==> src/rtl/fixed_point_division_if.sv <==
// Operand/result bundle for the Q5.5 sequential divider.
// The master drives operands, loads and start; the slave returns the quotient and flag.
interface fixed_point_division_if #(
    parameter int WIDTH = 10
);
    logic             start;
    logic             ld_a;
    logic             ld_b;
    logic [WIDTH-1:0] a;
    logic [WIDTH-1:0] b;
    logic [WIDTH-1:0] q;
    logic             ov;

    modport master (
        output start, ld_a, ld_b, a, b,
        input  q, ov
    );

    modport slave (
        input  start, ld_a, ld_b, a, b,
        output q, ov
    );
endinterface

==> src/rtl/fixed_point_division.sv <==
// Unsigned Q5.5 restoring divider, one quotient bit per clock.
// Saturates to all ones with ov set on divide-by-zero or quotient overflow.
module fixed_point_division #(
    parameter int WIDTH = 10,
    parameter int FRAC  = 5
) (
    input  logic                    clk,
    input  logic                    rst_n,
    fixed_point_division_if.slave   bus
);
    localparam int DW = WIDTH + FRAC;
    localparam int CW = $clog2(DW + 1);
    localparam logic [CW-1:0] CNT_INIT = CW'(DW);
    localparam logic [CW-1:0] CNT_LAST = CW'(1);

    localparam logic [1:0] IDLE = 2'd0;
    localparam logic [1:0] INIT = 2'd1;
    localparam logic [1:0] DIV  = 2'd2;
    localparam logic [1:0] DONE = 2'd3;

    logic [1:0]       state_q, state_d;
    logic [WIDTH-1:0] ra_q, ra_d;
    logic [WIDTH-1:0] rb_q, rb_d;
    logic [DW-1:0]    d_q, d_d;
    logic [WIDTH:0]   r_q, r_d;
    logic [DW-1:0]    quot_q, quot_d;
    logic [CW-1:0]    cnt_q, cnt_d;
    logic             zdiv_q, zdiv_d;
    logic [WIDTH-1:0] q_q, q_d;
    logic             ov_q, ov_d;
    logic [WIDTH+1:0] rShift;

    always_comb begin
        state_d = state_q;
        ra_d    = ra_q;
        rb_d    = rb_q;
        d_d     = d_q;
        r_d     = r_q;
        quot_d  = quot_q;
        cnt_d   = cnt_q;
        zdiv_d  = zdiv_q;
        q_d     = q_q;
        ov_d    = ov_q;
        // The extra top bit keeps the compare exact even when the shifted remainder exceeds WIDTH bits.
        rShift  = {r_q, d_q[DW-1]};

        case (state_q)
            IDLE: begin
                if (bus.ld_a) ra_d = bus.a;
                if (bus.ld_b) rb_d = bus.b;
                if (bus.start) begin
                    ov_d    = 1'b0;
                    state_d = INIT;
                end
            end
            INIT: begin
                if (rb_q == '0) begin
                    zdiv_d  = 1'b1;
                    state_d = DONE;
                end else begin
                    zdiv_d  = 1'b0;
                    d_d     = {ra_q, {FRAC{1'b0}}};
                    r_d     = '0;
                    quot_d  = '0;
                    cnt_d   = CNT_INIT;
                    state_d = DIV;
                end
            end
            DIV: begin
                d_d = {d_q[DW-2:0], 1'b0};
                if (rShift >= {2'b00, rb_q}) begin
                    r_d    = rShift[WIDTH:0] - {1'b0, rb_q};
                    quot_d = {quot_q[DW-2:0], 1'b1};
                end else begin
                    r_d    = rShift[WIDTH:0];
                    quot_d = {quot_q[DW-2:0], 1'b0};
                end
                cnt_d = cnt_q - 1'b1;
                if (cnt_q == CNT_LAST) state_d = DONE;
            end
            DONE: begin
                if (zdiv_q || (|quot_q[DW-1:WIDTH])) begin
                    q_d  = '1;
                    ov_d = 1'b1;
                end else begin
                    q_d  = quot_q[WIDTH-1:0];
                    ov_d = 1'b0;
                end
                state_d = IDLE;
            end
            default: state_d = IDLE;
        endcase
    end

    always_ff @(posedge clk or negedge rst_n) begin
        if (!rst_n) begin
            state_q <= IDLE;
            ra_q    <= '0;
            rb_q    <= '0;
            d_q     <= '0;
            r_q     <= '0;
            quot_q  <= '0;
            cnt_q   <= '0;
            zdiv_q  <= 1'b0;
            q_q     <= '0;
            ov_q    <= 1'b0;
        end else begin
            state_q <= state_d;
            ra_q    <= ra_d;
            rb_q    <= rb_d;
            d_q     <= d_d;
            r_q     <= r_d;
            quot_q  <= quot_d;
            cnt_q   <= cnt_d;
            zdiv_q  <= zdiv_d;
            q_q     <= q_d;
            ov_q    <= ov_d;
        end
    end

    assign bus.q  = q_q;
    assign bus.ov = ov_q;
endmodule

==> src/flat_wrapper.sv <==
// flat-port wrapper written by rule: the top's interface ports become plain ports
module fixed_point_division_flat 
#(
    parameter int WIDTH = 10,
    parameter int FRAC  = 5
)
  (clk, rst_n, bus_start, bus_ld_a, bus_ld_b, bus_a, bus_b, bus_q, bus_ov);
  fixed_point_division_if #(.WIDTH(WIDTH)) bus_i ();
  input  logic clk;
  input  logic rst_n;
  input wire logic [$bits(bus_i.start)-1:0] bus_start;
  input wire logic [$bits(bus_i.ld_a)-1:0] bus_ld_a;
  input wire logic [$bits(bus_i.ld_b)-1:0] bus_ld_b;
  input wire logic [$bits(bus_i.a)-1:0] bus_a;
  input wire logic [$bits(bus_i.b)-1:0] bus_b;
  output wire logic [$bits(bus_i.q)-1:0] bus_q;
  output wire logic [$bits(bus_i.ov)-1:0] bus_ov;
  assign bus_i.start = bus_start;
  assign bus_i.ld_a = bus_ld_a;
  assign bus_i.ld_b = bus_ld_b;
  assign bus_i.a = bus_a;
  assign bus_i.b = bus_b;
  assign bus_q = bus_i.q;
  assign bus_ov = bus_i.ov;
  fixed_point_division #(.WIDTH(WIDTH), .FRAC(FRAC)) u_core (.clk(clk), .rst_n(rst_n), .bus(bus_i));
endmodule
==> config.mk <==
export PLATFORM = sky130hd
export DESIGN_NAME = fixed_point_division_flat
export DESIGN_NICKNAME = d
export VERILOG_FILES = /design/src/rtl/fixed_point_division_if.sv /design/src/rtl/fixed_point_division.sv /design/src/flat_wrapper.sv
export SDC_FILE = /design/constraint.sdc
export NUM_CORES = 1
export LEC_CHECK = 0
export CAP_MARGIN = 20
export CORE_MARGIN = 2
export CORE_UTILIZATION = 45
export DETAILED_ROUTE_END_ITERATION = 8
export PLACE_DENSITY = 0.65
export SYNTH_ARGS = -nofsm -noshare
export SYNTH_HDL_FRONTEND = slang
export SYNTH_SLANG_ARGS = --single-unit
==> constraint.sdc <==
create_clock -name clk -period 4.75 [get_ports clk]
set_input_delay 1.1875 -clock clk [delete_from_list [all_inputs] [get_ports clk]]
set_output_delay 1.1875 -clock clk [all_outputs]
set_load 0.01 [all_outputs]
---- Yosys cells after proc, flatten, opt, wreduce, memory -nomap -nowiden ----
Cells that the tools add are included.
cells by class
  $add $sub $neg .......................... 2
  muxes and demuxes ....................... 19
  order comparisons ....................... 1
  reductions and logical operators ........ 11
  equal/unequal tests ..................... 7
operators by type and width
  kind                   number
  $pmux W15 S2           2
  $mux W15               2
  $mux W11               2
  $pmux W11 S2           1
  $ge A12 B10 Y1         1
  $sub A11 B10 Y11       1
  $logic_not A10 Y1      1
  $mux W10               1
  $reduce_and A2 Y1      5
  $pmux W2 S4            1
  $pmux W4 S2            1
  $mux W1                5
  $reduce_or A5 Y1       1
  $eq A2 B2 Y1 const B   2
  $eq A4 B1 Y1 const B   1
  $mux W2                2
  $mux W4                1
  $ne A2 B2 Y1 const B   2
  $reduce_bool A2 Y1     2
  $sub A4 B1 Y4 const B  1
  $eq A2 B1 Y1 const B   1
  $logic_not A2 Y1       1
  $ne A2 B1 Y1 const B   1
  $pmux W1 S2            1
  $logic_or A1 B1 Y1     1
word-level totals
  word-level logic and storage cells ...... 50
  bits in registers ....................... 79
  output and inout port bits .............. 11
  input port bits ......................... 25

---- Logic depth before layout (Yosys ltp) ----
Gate-level depths: netlist of run 1.
  depth in word-level cells ............... 4
  gate-level depth with buffers ........... 11
  mapped depth without buffers ............ 10

---- Worst setup path after synthesis of run 1 ----
No wires, ideal clock.
  kind .................................... register -> register
  start ................................... register u_core.d_q[14]
  end ..................................... register u_core.r_q[10]
  required time ........................... 4.684 ns
  path slack .............................. 2.748 ns
  arrival time ............................ 1.936 ns
  stages on the path, launching flop included .. 11
  period minus slack after synthesis ...... 2.002 ns
  cells stage by stage .................... dfrtp_1 -> inv_1 -> ha_1 -> inv_1 -> fa_1 -> nand3_1 -> a21oi_1 -> nor2_1 -> o21ai_0 -> or4b_1 -> nand2_1
between the ends
  cells in the longest elaborated chain, start to end .. 3
  elaborated cells between the ends (all ways) .. 4
RTL lines
  element                                                    RTL line                                                RTL
  start: declaration                                         fixed_point_division.sv:24                              logic [DW-1:0] d_q, d_d;
  start signal: assignment                                   fixed_point_division.sv:100                             d_q <= '0;
  start signal: assignment                                   fixed_point_division.sv:111                             d_q <= d_d;
  $sub A11 B10 Y11 / $ge A12 B10 Y1 (equally long branches)  fixed_point_division.sv:72, fixed_point_division.sv:71
  $mux W11 (*)                                               fixed_point_division.sv:71                              if (rShift >= {2'b00, rb_q}) begin
  $pmux W11 S2 (*)                                           fixed_point_division.sv:47                              case (state_q)
  end signal: assignment                                     fixed_point_division.sv:112                             r_q <= r_d;
  end: declaration                                           fixed_point_division.sv:25                              logic [WIDTH:0] r_q, r_d;
Every way passes the cells marked *; elsewhere a longest branch is shown, timed or not.
A chain may end at the register's enable or synchronous reset.

---- Final worst setup path of run 1 ----
  start ................................... register u_core.q_q[8], in the netlist u_core.bus.q[8]
  end ..................................... output port bus_q[8]
RTL lines
  element                   RTL line                     RTL
  start: declaration        fixed_point_division.sv:29   logic [WIDTH-1:0] q_q, q_d;
  start signal: assignment  fixed_point_division.sv:116  q_q <= q_d;
  end: declaration          flat_wrapper.sv:16           output wire logic [$bits(bus_i.q)-1:0] bus_q;
No word-level cell between the ends.

==> results by group, run 1 <==
Outcome
  – Outcome: finished clean

Floorplanning
  – Die Span X: 94.1 µm
  – DIE AREA: 8860 µm²
  – Num rows: 32
  – Starting density of the core: 46.8%
  – Area inside the core boundary: 7810 µm²
  – Die H: 94.1 µm
  – Number of top-level pins: 36

Cells and area
  – Area growth from synthesis to layout: 16.0%
  – Net count of the finished layout: 414
  – Number of fill cells in the layout: 702
  – Ratio of cells with drive above 1 in the final layout: 14.1%
  – Leading cell type in the layout, fill and taps excluded: sky130_fd_sc_hd__dfrtp_1
  – Register cell area after layout: 1850 µm²
  – Combined area of the multi-input logic cells: 1650 µm²
  – ANT cells: 0
  – Highest-count cells in the layout ignoring fill and taps: sky130_fd_sc_hd__dfrtp_1 (74), sky130_fd_sc_hd__clkdlybuf4s50_1 (34), sky130_fd_sc_hd__nand2_1 (31), sky130_fd_sc_hd__nor2_1 (30), sky130_fd_sc_hd__o21ai_0 (27)

Critical path
  – Delay-heaviest family, CP: buffers and inverters
  – Required time of the worst setup path: 3560 ps
  – Kind of start point of the critical path: flip-flop
  – Category of the critical setup timing path: flip-flop to output port
  – Cells traversed along the worst timing path: clkdlybuf4s50_1
  – Worst path buffer plus inverter count: 1
  – WP data arrival: 1260 ps
  – Worst Path Max Fanout: 2
  – Crit end category: output port
  – CP max stage cell: sky130_fd_sc_hd__clkdlybuf4s50_1
  – Worst setup path start: u_core.bus.q[8]
  – Critical path's largest stage delay: 540 ps
  – R2R Path Start: u_core.state_q[0]

Power and ir drop
  – Overall power: 0.00287 W
  – Leakage component of the power: 1.91 nW
  – Max VDD drop: 0.322 mV
  – Pwr Density: 676 nW/µm²

Timing
  – Pins over their slew limit: 0
  – Hold violation total from the final report: 0
  – Upper clock frequency limit: 409 MHz
  – Post-route worst setup slack: 2310 ps
  – Total negative setup slack: 0 ps
  – Clock skew after layout: 13.2 ps
  – Slew at the pin closest to its max-slew limit: 930 ps
  – Clock period minus final worst setup slack: 2440 ps
  – Setup repair after global routing missed its margin: no
  – Total of endpoints with negative setup slack in the final report: 0
  – Relative slew margins: 38.0%
  – Final critical-path share of the clock period: 51.4%

Flow run
  – Number of max-capacitance violations reported: 0

GRT
  – Vias in the first global route: 2,511
  – Initial antenna violation count: 0
  – Tot GR Track Use: 17.5%
  – Total gr overflow: 0
  – Maximum number of pins on one net before global-route repair: 75
  – Global-route wire length before repair: 12,100 µm

Synth
  – Number of flip-flops and latches in the synthesized netlist: 74
  – Distinct cells, synth: 46
  – Post-synthesis sequential area ratio: 50.7%
  – Average cell area after synthesis: 10.8 µm²
  – Total nets after synthesis: 380
  – Cell area after technology mapping: 3650 µm²
  – Ys Warns: 0
  – Synth Instances: 338

Clocking
  – Number of gates resized after CTS: 0
  – Buffers inserted by post-CTS timing repair: 0
  – Root buffer selected by CTS: sky130_fd_sc_hd__clkbuf_8
  – Clk Latency, worst-skew pair: 350 ps
  – Number of clock buffers inserted by TritonCTS: 9
  – Clock slew at reported path FFs: 90 ps
  – TritonCTS clock tree: yes
  – Hold_buf cts: 0
  – CTS HTree Levels: 3
  – Bufs on Longest Clock Path: 2
  – Sinks on Clock Net: 74

Route
  – Count of TritonRoute iterations in the first routing pass: 4
  – Antenna-violating nets left: 0
  – Final WL: 6810 µm
  – Drc violations: 0
  – DRC marker count from the first detailed-route iteration: 120
  – Drt via density: 5.23
  – Average routed wire per standard cell: 14.2 µm
  – Overall via count from detail_route: 2,507

Place
  – Routability Congestion: 0.831
  – Placed wire-length estimate after detailed placement: 4590 µm
  – Pre-CTS WS: 2300 ps
  – Buffers added on ports: 35

Min path
  – Hold path startpoint: u_core.d_q[12]
  – Kind of path behind the tightest hold check: flip-flop to flip-flop
-- state kept, by name, summed over array words and instances, names as in the netlist --
name,cells
u_core.r_q,11
u_core.d_q,10
u_core.zdiv_q,1
u_core.cnt_q,4
u_core.bus.ov,1
u_core.quot_q,15
u_core.state_q,2
u_core.rb_q,10
u_core.bus.q,10
u_core.ra_q,10
-- synthesized netlist by cell type (all sizes together) --
master | n | share of area, %
nor3b | 2 | 0.41
and3 | 1 | 0.17
nor3 | 3 | 0.41
o2111ai | 1 | 0.24
o21ai | 30 | 4.2
buf | 9 | 1.9
and2 | 2 | 0.41
or4b | 1 | 0.27
o22ai | 1 | 0.17
nand2b | 1 | 0.17
o21a | 4 | 0.82
xnor2 | 3 | 0.72
xor2 | 3 | 0.72
nand4 | 3 | 0.51
a31oi | 3 | 0.51
mux2 | 20 | 6.2
dfrtp | 74 | 51
a2bb2oi | 1 | 0.41
fa | 1 | 0.55
clkbuf | 4 | 0.41
nand2 | 32 | 3.4
a22o | 16 | 4.1
ha | 16 | 5.5
o211ai | 1 | 0.21
nor4 | 2 | 0.34
a21oi | 22 | 3.1
a32oi | 2 | 0.48
mux2i | 19 | 5.2
nor4b | 1 | 0.65
a21o | 1 | 0.21
o21bai | 1 | 0.21
nand3 | 6 | 0.96
inv | 17 | 1.7
o311ai | 1 | 0.24
a21boi | 2 | 0.41
nor2b | 2 | 0.34
nor2 | 30 | 3.1
-- final timing paths --
| kind | end | slack [ps] | depth (start not counted) |
|---|---|---|---|
| worst max register to register | u_core.r_q[10] | 2330 | 5 |
| max in group asynchronous | u_core.rb_q[9] | 3170 | 1 |
| min in group asynchronous | u_core.r_q[4] | 960 | 1 |
| worst min register to register | u_core.d_q[12] | 490 | 2 |
| worst max-delay path | bus_q[8] | 2310 | 1 |
| worst min-delay path | u_core.d_q[12] | 490 | 2 |
-- report_power, final --
group	switching, W	internal (W)
registers	0.000176	0.000879
logic	0.000722	0.000624
clock network	0.000263	0.000199
total	0.00116	0.00170
-- metal layers --
metal,up-vias,part of all wire (%),GRT usage (%)
met5,-,0,0
met4,0,0.98,4.35
met3,5,3.3,4.09
met2,36,45,26.8
met1,1201,50,25.2
li1,1265,-,-
-- stage by stage --
stage               hold slack, ps  area [µm²]  cells  util, %
global placement               466        4050    463     51.9
floorplan                      450        3650    338        -
detailed placement             472        4050    463     51.9
CTS                            491        4240    479     54.3
finish                         488        4240    479     54.3
global route                   523        4240    479     54.3
-- cell families (layout without fill, tap and decap cells) --
| family | count (synthesis) | after routing | share of synthesized area (%) |
|---|---|---|---|
| mux | 39 | 39 | 11.4 |
| flops | 74 | 74 | 50.7 |
| fa+ha+maj | 17 | 17 | 6.03 |
| simple gates | 86 | 86 | 11.1 |
| buf+inv | 30 | 69 | 4.04 |
| compound gates | 86 | 86 | 15.3 |
| xor+xnor | 6 | 6 | 1.44 |
-- area by class of cell --
class | count | share of cell area [%]
flip-flops and latches | 74 | 43.7
well taps | 102 | 3.01
clock inverters | 7 | 1.48
repair buffers | 36 | 8.38
inverters | 17 | 1.51
multi-input cells | 234 | 39.0
clock buffers | 9 | 2.92
-- worst register-to-register path: cells and delay by family, from the launching register on --
family | cells | cell delay, ps
adder cells (fa/ha/maj) | 1 | 710
AND/OR/NAND/NOR | 3 | 1110
buffers and inverters | 1 | 90
flip-flops | 1 | 430
Note: power is estimated with default switching activity, not from simulation.
==> inputs of run 2 (changes only) <==
==> constraint.sdc (replaced) <==
create_clock -name clk -period 2.4 [get_ports clk]
set_input_delay 0.6 -clock clk [delete_from_list [all_inputs] [get_ports clk]]
set_output_delay 0.6 -clock clk [all_outputs]
set_load 0.01 [all_outputs]
==> run 2 against run 1 <==
Wire length grew 0.53%. Cell area increased by 2.8%. First-iteration DRC count fell by 1.7%. Largest power group unchanged. Sequential share of layout area is 1.2 points lower. Sequential cell count did not move. Highest routed layer unchanged. Total power increased by 110%. Global-route usage shrank 0.35 points.
==> results by group, run 2 (same netlist as run 1, synthesis figures left out) <==
GRT
  – Maximum number of pins on one net before global-route repair: 39
  – Total gr overflow: 0
  – Tot GR Track Use: 17.2%
  – Global-route wire length before repair: 11,800 µm
  – Initial antenna violation count: 0
  – Vias in the first global route: 2,519

Timing
  – Setup repair after global routing missed its margin: no
  – Pins over their slew limit: 0
  – Clock period minus final worst setup slack: 2190 ps
  – Total negative setup slack: 0 ps
  – Total of endpoints with negative setup slack in the final report: 0
  – Clock skew after layout: 10.5 ps
  – Upper clock frequency limit: 457 MHz
  – Slew at the pin closest to its max-slew limit: 726 ps
  – Final critical-path share of the clock period: 91.2%
  – Relative slew margins: 51.6%
  – Hold violation total from the final report: 0

Place
  – Routability Congestion: 0.864
  – Placed wire-length estimate after detailed placement: 4790 µm
  – Buffers added on ports: 35

Critical path
  – CP most frequent cell: sky130_fd_sc_hd__inv_1
  – R2R Path Start: u_core.d_q[14]
  – WP data arrival: 2480 ps
  – Cells traversed along the worst timing path: inv_1, ha_1, inv_1, fa_1, nand3_1, a21oi_1, nor2_1, o21ai_0, or4b_1, nand2_1
  – Crit end category: flip-flop
  – Worst path buffer plus inverter count: 2
  – Critical path's largest stage delay: 490 ps
  – Category of the critical setup timing path: flip-flop to flip-flop
  – Required time of the worst setup path: 2690 ps
  – Worst flop-to-flop path endpoint: u_core.r_q[10]
  – CP max stage cell: sky130_fd_sc_hd__or4b_1
  – FF-to-FF setup slack: 210 ps
  – Kind of start point of the critical path: flip-flop
  – Delay-heaviest family, CP: simple AND/OR/NAND/NOR gates
  – R2R depth: 10
  – Worst Path Max Fanout: 3

Clocking
  – Root buffer selected by CTS: sky130_fd_sc_hd__clkbuf_8
  – Clock slew at reported path FFs: 80 ps
  – Clk Latency, worst-skew pair: 350 ps
  – Bufs on Longest Clock Path: 2
  – CTS HTree Levels: 3
  – Hold_buf cts: 0
  – Number of clock buffers inserted by TritonCTS: 9
  – TritonCTS clock tree: yes
  – Sinks on Clock Net: 74

Cells and area
  – Highest-count cells in the layout ignoring fill and taps: sky130_fd_sc_hd__dfrtp_1 (74), sky130_fd_sc_hd__clkdlybuf4s50_1 (34), sky130_fd_sc_hd__nand2_1 (31), sky130_fd_sc_hd__nor2_1 (30), sky130_fd_sc_hd__o21ai_0 (27)
  – Leading cell type in the layout, fill and taps excluded: sky130_fd_sc_hd__dfrtp_1
  – ANT cells: 0
  – Final core area utilization: 55.8%
  – Register ranked first by flip-flop count: u_core.quot_q
  – Area growth from synthesis to layout: 19.3%
  – Net count of the finished layout: 421
  – Max FFs per register: 15
  – Register cell area after layout: 1850 µm²
  – Registers with the most flip-flops: u_core.quot_q: 15 flops, u_core.r_q: 11 flops
  – Ratio of cells with drive above 1 in the final layout: 15.9%
  – Number of fill cells in the layout: 704
  – Combined area of the multi-input logic cells: 1660 µm²

Power and ir drop
  – Leakage component of the power: 1.97 nW
  – Max VDD drop: 0.679 mV
  – Overall power: 0.00596 W
  – Clock network power share: 18.7%
  – Pwr Density: 1370 nW/µm²
  – Sw Pwr: 0.00230 W
  – Combinational power share: 46.2%
  – Switching Fraction: 38.5%
  – Sequential group share of total power: 35.0%
  – Cell-internal power: 0.00367 W

Floorplanning
  – Num rows: 32
  – Die Span X: 94.1 µm
  – Number of top-level pins: 36
  – DIE AREA: 8860 µm²
  – Die H: 94.1 µm
  – Area inside the core boundary: 7810 µm²
  – Starting density of the core: 46.8%

Min path
  – Kind of path behind the tightest hold check: input pin to asynchronous set/reset pin

Route
  – DRC marker count from the first detailed-route iteration: 118
  – Antenna-violating nets left: 0
  – Overall via count from detail_route: 2,561
  – Average routed wire per standard cell: 14.1 µm
  – Drc violations: 0
  – Count of TritonRoute iterations in the first routing pass: 4
  – Final WL: 6840 µm
  – Drt via density: 5.27

Outcome
  – Outcome: finished clean

Flow run
  – Number of max-capacitance violations reported: 0
-- run 2: metal layers --
metal / wire length (µm) / global-route usage (%) / share of wire, % / vias to the layer above
li1: - / - / - / 1288
met1: 3400 / 23.2 / 50 / 1234
met2: 3200 / 26.8 / 47 / 35
met3: 190 / 4.82 / 2.8 / 4
met4: 56 / 5.56 / 0.82 / 0
met5: 0 / 0 / 0 / -
-- run 2: area by class of cell --
class,count,area share [%]
Clock buffer,10,3.16
Clock inverter,6,2.18
Inverter,17,1.46
Multi-Input combinational cell,234,38.1
Sequential cell,74,42.5
Tap cell,102,2.93
Timing Repair Buffer,43,9.64
-- run 2: how the worst max path moves through the flow --
stage	endpoint	slack (ps)	startpoint	cells after the start
2_1_floorplan	u_core.r_q[10]	400	u_core.d_q[14]	10
3_5_place_dp	u_core.r_q[0]	110	u_core.d_q[14]	10
6_report	u_core.r_q[10]	210	u_core.d_q[14]	10
3_3_place_gp	u_core.r_q[0]	170	u_core.d_q[14]	10
4_1_cts	u_core.r_q[0]	100	u_core.d_q[14]	10
5_1_grt	u_core.r_q[10]	80	u_core.d_q[14]	10
-- run 2: what timing repair did --
action / in CTS / in global routing
setup buffers: 0 / 0
setup endpoints to repair: 0 / 10
resized for setup: 0 / 2
-- run 2: power by group through the flow --
stage	clock [W]	combinational, W	sequential, W
after floorplan	0	0.00210	0.00206
after global placement	0	0.00270	0.00210
after detailed placement	0	0.00276	0.00211
after CTS	0.00116	0.00277	0.00209
after global routing	0.00121	0.00312	0.00216
final	0.00112	0.00276	0.00209
-- run 2: per-stage QoR --
step,instances,setup slack [ps],cell area (µm²),hold WS (ps)
floorplan,338,398,3650,304
global placement,470,170,4120,464
CTS,486,99.1,4350,220
global route,486,77.3,4360,237
finish,486,212,4360,217
detailed placement,470,113,4120,476
